--- config.mk ---
export PLATFORM = sky130hd
export DESIGN_NAME = sm4_out_buffer
export DESIGN_NICKNAME = d
export VERILOG_FILES = /design/src/rtl/sm4_pkg.sv /design/src/rtl/sm4_outbuf_fifo.sv /design/src/rtl/sm4_out_buffer.sv
export SDC_FILE = /design/constraint.sdc
export NUM_CORES = 1
export LEC_CHECK = 0
export CAP_MARGIN = 20
export CORE_MARGIN = 4
export CORE_UTILIZATION = 30
export CTS_BUF_LIST = sky130_fd_sc_hd__clkbuf_4
export DETAILED_ROUTE_END_ITERATION = 12
export GPL_ROUTABILITY_DRIVEN = 0
export PLACE_DENSITY_LB_ADDON = 0.2
export SLEW_MARGIN = 5
export SYNTH_ARGS = -nofsm -noshare
export SYNTH_HDL_FRONTEND = slang
export SYNTH_SLANG_ARGS = --single-unit
--- constraint.sdc ---
create_clock -name clk -period 4.4 [get_ports clk]
set_input_delay 0.44 -clock clk [delete_from_list [all_inputs] [get_ports clk]]
set_output_delay 0.44 -clock clk [all_outputs]
set_load 0.05 [all_outputs]
--- src/rtl/sm4_pkg.sv ---
// ============================================================================
// sm4_pkg : shared widths and helpers for the SM4 output-buffer slice
// Rev 1.0 : initial release
// ============================================================================
`default_nettype none

package sm4_pkg;

  localparam int SM4_BLK_W    = 128;
  localparam int SM4_OUT_W_32 = 32;
  localparam int SM4_OUT_W_64 = 64;
  localparam int SM4_OUT_W_128 = 128;

  function automatic int sm4_beats(input int out_w);
    return SM4_BLK_W / out_w;
  endfunction

  function automatic bit sm4_out_w_legal(input int out_w);
    return (out_w == SM4_OUT_W_32) || (out_w == SM4_OUT_W_64) || (out_w == SM4_OUT_W_128);
  endfunction

endpackage

`default_nettype wire

--- src/rtl/sm4_outbuf_fifo.sv ---
// ============================================================================
// sm4_outbuf_fifo : show-ahead FIFO of result blocks with registered full flag
// Rev 1.0 : initial release
// ============================================================================
`default_nettype none

module sm4_outbuf_fifo
  import sm4_pkg::*;
#(
  parameter int DEPTH = 4,
  parameter int W     = SM4_BLK_W
) (
  input  logic                         clk,
  input  logic                         reset,
  input  logic                         i_push,
  input  logic                         i_pop,
  input  logic [W-1:0]                 i_data,
  output logic [W-1:0]                 o_head,
  output logic [$clog2(DEPTH+1)-1:0]   o_count,
  output logic                         o_full
);

  localparam int c_PW = $clog2(DEPTH);
  localparam int c_CW = $clog2(DEPTH+1);

  logic [W-1:0]      r_mem [DEPTH];
  logic [c_PW-1:0]   r_wr_ptr;
  logic [c_PW-1:0]   r_rd_ptr;
  logic [c_CW-1:0]   r_count;
  logic [c_CW-1:0]   w_count_nxt;
  logic              r_full;

  always_comb begin
    w_count_nxt = r_count;
    if (i_push && !i_pop)
      w_count_nxt = r_count + c_CW'(1);
    else if (!i_push && i_pop)
      w_count_nxt = r_count - c_CW'(1);
  end

  // Pointers wrap naturally because DEPTH is a power of two.
  always_ff @(posedge clk or posedge reset) begin
    if (reset) begin
      r_wr_ptr <= '0;
      r_rd_ptr <= '0;
      r_count  <= '0;
      r_full   <= 1'b0;
    end else begin
      if (i_push) r_wr_ptr <= r_wr_ptr + c_PW'(1);
      if (i_pop)  r_rd_ptr <= r_rd_ptr + c_PW'(1);
      r_count <= w_count_nxt;
      r_full  <= (w_count_nxt == c_CW'(DEPTH));
    end
  end

  always_ff @(posedge clk) begin
    if (i_push) r_mem[r_wr_ptr] <= i_data;
  end

  assign o_head  = r_mem[r_rd_ptr];
  assign o_count = r_count;
  assign o_full  = r_full;

endmodule

`default_nettype wire

--- src/rtl/sm4_out_buffer.sv ---
// ============================================================================
// sm4_out_buffer : captures SM4 result strobes and serializes them MSB-first
// Optional status ports (level, drop_cnt) under SM4_OUTBUF_STATUS_EN. Rev 1.0
// ============================================================================
`default_nettype none

module sm4_out_buffer
  import sm4_pkg::*;
#(
  parameter int DEPTH = 4,
  parameter int OUT_W = 32
) (
  input  logic                   clk,
  input  logic                   reset,
  input  logic [SM4_BLK_W-1:0]   blk_in,
  input  logic                   blk_valid_in,
  output logic [OUT_W-1:0]       m_data,
  output logic                   m_valid,
  input  logic                   m_ready,
  output logic                   m_last,
  output logic                   full,
  output logic                   overflow,
  input  logic                   ovf_clr
`ifdef SM4_OUTBUF_STATUS_EN
  ,
  output logic [$clog2(DEPTH+1)-1:0] level,
  output logic [15:0]            drop_cnt
`endif
);

  localparam int c_BEATS = sm4_beats(OUT_W);
  localparam int c_BW    = (c_BEATS > 1) ? $clog2(c_BEATS) : 1;
  localparam int c_CW    = $clog2(DEPTH+1);
  localparam logic [c_BW-1:0] c_LAST = c_BW'(c_BEATS-1);

  logic [SM4_BLK_W-1:0]           w_head;
  logic [c_BEATS-1:0][OUT_W-1:0]  w_slices;
  logic [c_CW-1:0]                w_count;
  logic                           w_full;
  logic                           w_valid;
  logic                           w_hs;
  logic                           w_pop;
  logic                           w_push;
  logic                           w_drop;
  logic [c_BW-1:0]                r_beat;
  logic                           r_overflow;

  assign w_valid = (w_count != '0);
  assign w_hs    = w_valid && m_ready;
  assign w_pop   = w_hs && (r_beat == c_LAST);
  // A push into a full FIFO is legal when the head leaves in the same cycle.
  assign w_push  = blk_valid_in && (!w_full || w_pop);
  assign w_drop  = blk_valid_in && !w_push;

  sm4_outbuf_fifo #(
    .DEPTH (DEPTH),
    .W     (SM4_BLK_W)
  ) u_fifo (
    .clk     (clk),
    .reset   (reset),
    .i_push  (w_push),
    .i_pop   (w_pop),
    .i_data  (blk_in),
    .o_head  (w_head),
    .o_count (w_count),
    .o_full  (w_full)
  );

  always_ff @(posedge clk or posedge reset) begin
    if (reset)
      r_beat <= '0;
    else if (w_hs)
      r_beat <= w_pop ? '0 : r_beat + c_BW'(1);
  end

  always_ff @(posedge clk or posedge reset) begin
    if (reset)
      r_overflow <= 1'b0;
    else if (w_drop)
      r_overflow <= 1'b1;
    else if (ovf_clr)
      r_overflow <= 1'b0;
  end

  // Highest slice index holds the MSBs, so beat 0 maps to the top slice.
  assign w_slices = w_head;
  assign m_data   = w_valid ? w_slices[c_LAST - r_beat] : '0;
  assign m_valid  = w_valid;
  assign m_last   = w_valid && (r_beat == c_LAST);
  assign full     = w_full;
  assign overflow = r_overflow;

`ifdef SM4_OUTBUF_STATUS_EN
  logic [15:0] r_drop_cnt;

  always_ff @(posedge clk or posedge reset) begin
    if (reset)
      r_drop_cnt <= '0;
    else if (w_drop) begin
      if (r_drop_cnt != 16'hFFFF) r_drop_cnt <= r_drop_cnt + 16'd1;
    end else if (ovf_clr)
      r_drop_cnt <= '0;
  end

  assign level    = w_count;
  assign drop_cnt = r_drop_cnt;
`endif

endmodule

`default_nettype wire
==> impl_metrics.json <==
{
  "cts.clk_slew.worst_paths_ns": 0.06,
  "final_cell_count_no_fill": 2339,
  "fmax_mhz": 241,
  "critPathSlowestCell": "clkdlybuf4s50_1",
  "clock-sinks": 523,
  "synth_cells": 1067,
  "clk_latency_ns": 0.92,
  "status": "finished, final reports clean",
  "slew_headroom": 0.487,
  "grt_pass1_vias": 11713,
  "cts_tree": "done",
  "period_share": 0.943,
  "ys_seq_area_frac": 0.766,
  "h-tree-depth": 4,
  "first_pass_iters": 5,
  "combPwrFrac": 0.382,
  "ctsRootBufferMaster": "clkbuf_4",
  "ys_types": 37,
  "syn_nets": 1208,
  "drt_iter0_markers": 720,
  "wl_per_cell_um": 22.0,
  "p_leak_nw": 8.66,
  "hold-worst-slack_ns": 0.154,
  "globalRouteOverflowTotal": 0,
  "worstSetupPathType": "flip-flop to primary output",
  "dp_slack_ns": 0.794,
  "hp-class": "primary input to flip-flop",
  "switchingPower_mw": 6.66,
  "slew_violations": 0,
  "rows": 95,
  "regArea_mm2": 0.0157,
  "fin_worst_skew_ns": 0.0556,
  "core-area_mm2": 0.0674,
  "start_util": 0.303,
  "drtAntennaViolNets": 0,
  "finalPower_mw": 18.1,
  "fp.dieArea_mm2": 0.0724,
  "crit_buf_inv": 4,
  "antenna_found_initial": 10,
  "io_buffers": 168,
  "cap_violations": 0,
  "period_minus_slack_ns": 4.15,
  "tightest_slew_ns": 0.768,
  "cp-start-kind": "flip-flop",
  "fin_ws_ns": 0.249,
  "routed_wl_um": 51500,
  "cts_buffer_depth": 3,
  "avgSynthCellArea_um2": 19.2,
  "hpwl_um": 30800,
  "synthArstFlopShare": 0.0210,
  "post_drt_via_cell_ratio": 4.68,
  "synth_area_mm2": 0.0204,
  "numCtsBuffers": 142,
  "ys.flop_type": "edfxtp_1",
  "grt_max_degree": 77,
  "cts_setup_buffers": 0,
  "ir_worst_vdd_uv": 445,
  "cp_top_family": "buffers and inverters",
  "layout-drive-gt1-share": 0.249,
  "multi_input_area_mm2": 0.00439,
  "final_common_cell": "edfxtp_1",
  "yosys_warnings": 0,
  "synthToLayoutAreaGrowth_pct": 23.4,
  "crit_fanout": 20,
  "grtUsageTotal": 0.142,
  "die_w_um": 269,
  "critPathCaptureType": "primary output",
  "required_ns": 3.96,
  "drc": 0,
  "fillers": 6252,
  "powerDensity_mw_per_mm2": 716,
  "crit_chain": "inv_1 -> ha_1 -> nor2b_2 -> inv_1 -> nand2_1 -> buf_4 -> o31ai_1 -> clkdlybuf4s50_1",
  "slowest_delay_ns": 0.88,
  "synth-edff-count": 512,
  "setup_viol_count_final": 0,
  "cp.arrival_ns": 3.71,
  "clockPowerShare": 0.242,
  "grt_first_pass_wirelength_um": 74900,
  "die_y_um": 269,
  "post-place-cells": 2084,
  "vias": 10941,
  "final_cell_mix": "512 x edfxtp_1, 213 x clkbuf_4, 156 x clkdlybuf4s50_1, 148 x mux2i_1, 74 x a22oi_1",
  "power_switching_share": 0.369,
  "ioPinCount": 169,
  "ys_ff_latch": 523,
  "p_seq_frac": 0.376,
  "cpMostUsedCell": "inv_1",
  "finalHoldViolations": 0,
  "fin_nets": 1504,
  "p_int_mw": 11.4
}
-- Yosys cell counts (2+ instances only) --
master | number | share of area
mux2i_1 | 148 | 0.072
nand3_1 | 34 | 0.0083
nor2_1 | 24 | 0.0044
edfxtp_1 | 512 | 0.75
xnor2_1 | 4 | 0.0017
dfrtp_1 | 11 | 0.013
nand2_1 | 19 | 0.0035
nor2b_1 | 4 | 0.0012
o211ai_1 | 11 | 0.0040
ha_1 | 8 | 0.0049
nand4_1 | 3 | 0.00092
a22oi_1 | 74 | 0.027
o31ai_1 | 21 | 0.0077
mux2_2 | 46 | 0.025
and2_1 | 8 | 0.0024
inv_1 | 8 | 0.0015
buf_6 | 13 | 0.0072
buf_2 | 28 | 0.0069
nand2b_1 | 2 | 0.00061
o22ai_1 | 22 | 0.0067
buf_4 | 13 | 0.0048
clkbuf_1 | 8 | 0.0015
mux4_2 | 32 | 0.035
-- path summary, 6_finish.rpt --
check | from | endpoint | slack (ns) | depth (start not counted)
worst min register to register | overflow | overflow | 0.54 | 1
min in group asynchronous | reset | u_fifo.r_rd_ptr[0] | 0.40 | 3
max in group asynchronous | reset | r_beat[0] | 3.62 | 3
worst max register to register | r_beat[0] | u_fifo.r_mem[3][63] | 1.30 | 7
worst max-delay path | u_fifo.o_count[0] | m_data[7] | 0.25 | 8
worst min-delay path | blk_in[26] | u_fifo.r_mem[2][26] | 0.15 | 1
-- flip-flops by register name, indices dropped and copies added, names as in the netlist --
signal,count
overflow,1
u_fifo.o_full,1
u_fifo.r_rd_ptr,2
u_fifo.r_mem,512
u_fifo.o_count,3
r_beat,2
u_fifo.r_wr_ptr,2
-- power groups by stage --
stage,Combinational [mW],Sequential [mW],Clock [mW]
after global placement,7.05,6.88,0
after global routing,7.36,6.87,4.83
after floorplan,4.62,6.83,0
after CTS,7.08,6.81,4.55
after detailed placement,7.05,6.91,0
final,6.89,6.80,4.37
-- per-layer routing --
layer / GRT usage / part of all wire / vias to the layer above
met5: 0 / 0.00074 / -
met4: 0.0475 / 0.015 / 6
met2: 0.236 / 0.50 / 279
met3: 0.0469 / 0.054 / 61
met1: 0.176 / 0.43 / 5554
li1: - / - / 5041
-- logic make-up after synthesis --
group           after synthesis  share of synthesized area
fa+ha+maj                     8                    0.00490
compound gates              138                     0.0500
mux                         226                      0.133
flops                       523                      0.766
simple gates                 98                     0.0229
buf+inv                      70                     0.0217
xor+xnor                      4                    0.00171
-- metrics by stage --
stage | util | setup TNS, ns | area (um^2)
2_1_floorplan | - | 0 | 20400
3_3_place_gp | 0.346 | 0 | 23300
3_5_place_dp | 0.346 | 0 | 23300
4_1_cts | 0.374 | 0 | 25200
5_1_grt | 0.374 | -0.00454 | 25200
6_report | 0.374 | 0 | 25200
-- area by class of cell --
cell class | instances | area share
diodes | 7 | 0.000694
clock inverters | 27 | 0.00873
multi-input cells | 474 | 0.174
repair buffers | 214 | 0.0880
flip-flops and latches | 523 | 0.621
inverters | 8 | 0.00119
well taps | 873 | 0.0433
clock buffers | 213 | 0.0634
-- repair_timing --
action | 4_1_cts | 5_1_grt
endpoints found under the hold margin | 26 | 0
cloned | 0 | 0
resized for setup | 1 | 4
pin swaps | 0 | 0
setup endpoints to repair | 10 | 6
hold buffers | 8 | 0
(Power assumes the default switching activity.)
